===== src/rtl/mem_stage_pkg.sv =====
// Shared definitions for the MEM pipeline stage: control-bit positions and
// the access FSM state encoding.
package mem_stage_pkg;

  localparam int WB_REGWRITE = 0;
  localparam int WB_MEMTOREG = 1;
  localparam int M_MEMWRITE  = 0;
  localparam int M_MEMREAD   = 1;

  typedef enum logic {
    IDLE = 1'b0,
    WAIT = 1'b1
  } state_t;

endpackage


===== src/rtl/mem_stage_wait_timer.sv =====
// Wait-cycle counter for outstanding data-memory accesses; expired rises
// once TIMEOUT-1 stalled cycles have elapsed for the current access.
module mem_wait_timer #(
  parameter int TIMEOUT = 255,
  parameter int CNT_W   = 16
) (
  input  logic clk,
  input  logic reset,
  input  logic clear,
  input  logic en,
  output logic expired
);

  localparam logic [CNT_W-1:0] LIMIT = CNT_W'(TIMEOUT - 1);

  logic [CNT_W-1:0] count;

  // Counts consecutive stalled cycles; cleared whenever the stage is not stalled.
  always_ff @(posedge clk) begin
    if (reset || clear) begin
      count <= '0;
    end else if (en) begin
      count <= count + CNT_W'(1);
    end
  end

  assign expired = (count >= LIMIT);

endmodule


===== src/rtl/mem_stage.sv =====
// MIPS MEM stage: data-memory req/ack access with stall and timeout abort,
// plus the MEM/WB pipeline register. Optional macro: MEM_ALIGN_CHECK_EN.
module mem_stage
  import mem_stage_pkg::*;
#(
  parameter int TIMEOUT = 255,
  parameter int CNT_W   = 16
) (
  input  logic        clk,
  input  logic        reset,
  input  logic [1:0]  mem_wb,
  input  logic [1:0]  mem_m,
  input  logic [31:0] mem_alu_out,
  input  logic [31:0] mem_wdata,
  input  logic [4:0]  mem_rd,
  output logic        dm_req,
  output logic        dm_we,
  output logic [31:0] dm_addr,
  output logic [31:0] dm_wdata,
  input  logic        dm_ack,
  input  logic [31:0] dm_rdata,
  output logic        stall,
  output logic        bus_err,
  output logic [1:0]  wb_ctrl,
  output logic [31:0] wb_rdata,
  output logic [31:0] wb_alu_out,
  output logic [4:0]  wb_rd
);

  state_t state;
  logic   access;
  logic   misalign;
  logic   expired;
  logic   abort;
  logic   rd_acked;

  assign access = mem_m[M_MEMWRITE] | mem_m[M_MEMREAD];

`ifdef MEM_ALIGN_CHECK_EN
  assign misalign = (state == IDLE) & access & (mem_alu_out[1:0] != 2'b00);
`else
  assign misalign = 1'b0;
`endif

  // Upstream is frozen while stalled, so the bus fields are plain pass-throughs.
  assign dm_req   = (state == WAIT) | (access & ~misalign);
  assign dm_we    = mem_m[M_MEMWRITE];
  assign dm_addr  = mem_alu_out;
  assign dm_wdata = mem_wdata;

  assign abort    = (state == WAIT) & ~dm_ack & expired;
  assign stall    = dm_req & ~dm_ack & ~abort;
  assign bus_err  = abort | misalign;
  assign rd_acked = dm_req & dm_ack & ~mem_m[M_MEMWRITE];

  mem_wait_timer #(
    .TIMEOUT (TIMEOUT),
    .CNT_W   (CNT_W)
  ) u_timer (
    .clk     (clk),
    .reset   (reset),
    .clear   (~stall),
    .en      (stall),
    .expired (expired)
  );

  // Access FSM: any stalled cycle leaves us waiting, otherwise back to idle.
  always_ff @(posedge clk) begin
    if (reset) begin
      state <= IDLE;
    end else begin
      case (state)
        IDLE:    state <= stall ? WAIT : IDLE;
        WAIT:    state <= stall ? WAIT : IDLE;
        default: state <= IDLE;
      endcase
    end
  end

  // MEM/WB register: bubble while stalled, squash write-back on any bus error.
  always_ff @(posedge clk) begin
    if (reset) begin
      wb_ctrl    <= 2'b00;
      wb_rdata   <= 32'h0000_0000;
      wb_alu_out <= 32'h0000_0000;
      wb_rd      <= 5'd0;
    end else if (stall) begin
      wb_ctrl <= 2'b00;
    end else begin
      wb_ctrl    <= bus_err ? 2'b00 : mem_wb;
      wb_alu_out <= mem_alu_out;
      wb_rd      <= mem_rd;
      if (rd_acked) begin
        wb_rdata <= dm_rdata;
      end
    end
  end

endmodule


===== config.mk =====
export PLATFORM = sky130hd
export DESIGN_NAME = mem_stage
export DESIGN_NICKNAME = d
export VERILOG_FILES = /design/src/rtl/mem_stage_pkg.sv /design/src/rtl/mem_stage_wait_timer.sv /design/src/rtl/mem_stage.sv
export SDC_FILE = /design/constraint.sdc
export NUM_CORES = 1
export LEC_CHECK = 0
export ABC_AREA = 1
export BUFFER_PORTS_ARGS = -buffer_cell sky130_fd_sc_hd__buf_2
export CORE_UTILIZATION = 40
export DETAILED_ROUTE_END_ITERATION = 10
export PLACE_DENSITY = 0.76
export SLEW_MARGIN = 10
export SYNTH_ARGS = -nofsm -noshare
export SYNTH_HDL_FRONTEND = slang
export SYNTH_SLANG_ARGS = --single-unit

===== constraint.sdc =====
create_clock -name clk -period 1.9 [get_ports clk]
set_clock_uncertainty 0.15 [all_clocks]
set_input_delay 0.475 -clock clk [delete_from_list [all_inputs] [get_ports clk]]
set_output_delay 0.475 -clock clk [all_outputs]
set_load 0.01 [all_outputs]

==> results.md <==
* CTS Root Cell: clkbuf_8
* Synth Cell Area at 3890 µm²
* Initial antenna violation count at 0
* Dominant cells by area after synthesis: dfxtp_1 45%, buf_4 13%, nor2_1 9.7%
* Post-synth cell types at 25
* Sum Neg Setup Slack at -0.325 ns
* Largest area contributor in the netlist: dfxtp_1
* Clk Latency, worst-skew pair at between 0.3 and 0.4 ns
* Mapped Cells at slightly above 500
* # nets final at 730
* Top_reg_cell synth: dfxtp_1
* Share of cells above drive strength 1 at 37.4%
* P_int at between 2 and 3 mW
* I/O pin total at 247
* Antenna Violating Nets Remaining at 0
* Synth Warn # at 0
* CTS Buffer Depth at 2
* Number of global-route vias before repair at 3581
* Wire per inst at 13.1 µm
* Post-synth top area share at between 40% and 50%
* Worst reg-to-reg setup slack at ~0.13 ns
* Logic gate share of total power at 14.1%
* Die W at about 100 µm
* Max-slew headroom at between 70% and 80%
* CTS tree: done
* Cells along the critical path: inv_2 > ha_4 > nor2_4 > nor2_2 > nand2_1 > nand2_2 > nand2_4 > nand2_4 > inv_2 > buf_6
* WP depth at 10
* Crit Path Category: flip-flop to primary output
* Post-synth EDFFs at 0
* Net Count, Synth at 615
* Antenna cells at 0
* Hold Crit Start: mem_rd[2]
* Failing checks: negative setup slack
* Fmax at approximately 480 MHz
* R2R depth at 11
* Setup violators final at 2
* DR vias at 3659
* Critical Path AT at about 1.4 ns
* NetSw at slightly above 1 mW
* Fraction of registers with async set/reset at 0%
* Sw Share at 27.0%
* CTS sink cnt at slightly below 90
* Top Family by Delay on Critical Path: simple AND/OR/NAND/NOR gates
* Max cap viols at 0
* RR Endpoint: u_timer.count[14]
* Setup crit start: u_timer.count[0]
* Largest net degree at the start of global routing at between 50 and 60
* Critical Path End: stall
* Hold Crit Class: input pin to flip-flop
* RSZ-0062 raised after global routing: true
* #FFs+latches synth at 88
* CP Data Required Time at 1.27 ns
* Peak supply drop at between 0.3 and 0.4 mV
* First-pass DRT Iterations at 4
* Total leakage power at between 2 and 2.5 nW
* Die H at approximately 100 µm
* Total GRT Usage at between 10% and 20%
* Initial core utilization at a little over two fifths
* First-pass GRT wire length at approximately 16000 µm
* Final hold vios at 0
* Sequential share of power at roughly 52%
* Clock Power Share at 33.7%
* Layout area overhead at 22.3%
* Fin. max-slew vios at 0
* CP max stage delay at between 0.3 and 0.4 ns
* Number of buffers created by CTS at 9
* DRC errors left at 0
* Placer Congestion at around 0.85
* Final Critical Period at roughly 2.1 ns
* FP Rows at 35
* Hpwl dp at between 7000 and 8000 µm
* H-Tree Depth at 3
* Sequential cell area fraction in the yosys report at between 40% and 50%
* Worst path slowest cell: dfxtp_2
* Crit share post-route at 109%
* Drt initial violations at 129
* CP endpoint kind: primary output
* Final WL at roughly 9900 µm
* Worst slew pin tran at 0.311 ns
* Syn avg cell area at 7.70 µm²
* Core area at 9330 µm²
* Commonest cells post-synth: 100 x nor2_1, 88 x dfxtp_1, 65 x buf_4
* Top-count cell post-synth: nor2_1
* Startpoint types: flip-flop
* Vias per inst at around 4.9
* WP buf/inv at 3
* CP Max Fanout at 4
* Port bufs at roughly 180
* Status: finished with violations
* PwrDens at just over 800 nW/µm²
* Filler Cells Inserted at 914
* Final setup margin at -0.168 ns
* Final Util at approximately half
* Worst R2R Start: u_timer.count[0]
* Clock transition at path regs at roughly 0.09 ns
* GR Overflow Total at 0
* Die area at about 10000 µm²
per-layer routing:
metal,global-route usage [%],vias to the layer above,share of wire [%]
met5,0,-,0
met4,10.5,0,3.0
met3,4.37,22,5.5
met2,34.5,137,50
met1,22.3,1683,41
li1,-,1817,-
placed cells by master (no fill, tap or decap):
master,instances
dfxtp_4,1
nand3_4,1
or2_2,2
clkbuf_1,1
inv_1,17
dfxtp_2,4
buf_12,3
nand2_2,1
buf_4,14
ha_4,1
a21oi_4,1
ha_1,1
xnor2_1,5
nor2_2,3
nor2_1,97
nand3_1,43
inv_2,3
buf_6,1
nand2_1,60
and2_1,1
nand2_4,2
bufinv_16,1
buf_2,181
nor2_4,1
clkinvlp_4,2
dfxtp_1,83
a21oi_1,4
clkinv_2,1
nor3_1,5
clkbuf_8,9
xor2_1,2
nand4_1,40
o21ai_0,32
inv_6,2
power groups by stage:
stage               combinational [mW]  clock [mW]  sequential (mW)
floorplan                        0.322           0             2.08
global placement                 0.520           0             2.03
detailed placement               0.530           0             2.04
CTS                              0.540        1.34             2.00
global route                     0.601        1.42             2.01
finish                           0.541        1.29             1.99
metrics by stage:
stage                     hold WS, ns  power [mW]  cells  setup slack [ns]  instance area [µm²]
final                           0.184        3.83    754            -0.168                 4750
after global routing            0.179        4.03    754            -0.255                 4750
after CTS                       0.164        3.87    752            -0.191                 4710
after detailed placement        0.300        2.57    733          -0.00428                 4470
after global placement          0.278        2.55    733            0.0694                 4470
after floorplan                 0.267        2.40    505            0.0224                 3890
sequential cells by signal (all words and copies together), names as in the netlist:
signal         flops
wb_ctrl            2
wb_rd              5
wb_alu_out        32
state              1
wb_rdata          32
u_timer.count     16
kinds of logic (layout without fill, tap and decap cells):
| kind of cell | after synthesis | after routing | synth area share, % |
|---|---|---|---|
| AO/OA/AOI/OAI | 37 | 37 | 4.86 |
| XOR/XNOR | 7 | 7 | 1.58 |
| adder cells (fa/ha/maj) | 2 | 2 | 0.644 |
| buffers and inverters | 115 | 235 | 18.0 |
| flip-flops | 88 | 88 | 45.3 |
| AND/OR/NAND/NOR | 256 | 256 | 29.6 |
how the worst min path moves through the flow:
stage | end | slack, ns | cells after the start
2_1_floorplan | u_timer.count[0] | 0.27 | 1
3_3_place_gp | u_timer.count[0] | 0.28 | 1
3_5_place_dp | u_timer.count[0] | 0.30 | 1
4_1_cts | wb_rd[2] | 0.16 | 3
5_1_grt | wb_ctrl[1] | 0.18 | 3
6_report | wb_rd[2] | 0.18 | 3
what timing repair did:
item / 4_1_cts / 5_1_grt
pin swaps: 2 / 3
hold buffers: 0 / 0
buffers inserted: 3 / 2
gates resized for setup: 8 / 9
endpoints found under the setup margin: 4 / 8
worst reg2reg max path: cells and delay by family, from the launching register on:
family                   cells  cell delay (ns)
flip-flops                   1             0.34
AND/OR/NAND/NOR              6             0.55
buffers and inverters        3             0.32
AO/OA/AOI/OAI                1             0.19
adder cells (fa/ha/maj)      1             0.15
final cells by class:
cell class / instances / area, µm² / share of cell area [%]
tap: 129 / 161 / 3.39
inverter: 20 / 75.1 / 1.58
clock inverter: 6 / 67.6 / 1.42
timing repair buffer: 199 / 1080 / 22.8
clock buffer: 10 / 128 / 2.68
sequential: 88 / 1770 / 37.2
multi-input combinational: 302 / 1470 / 30.9
Note: power is estimated with default switching activity, not from simulation.
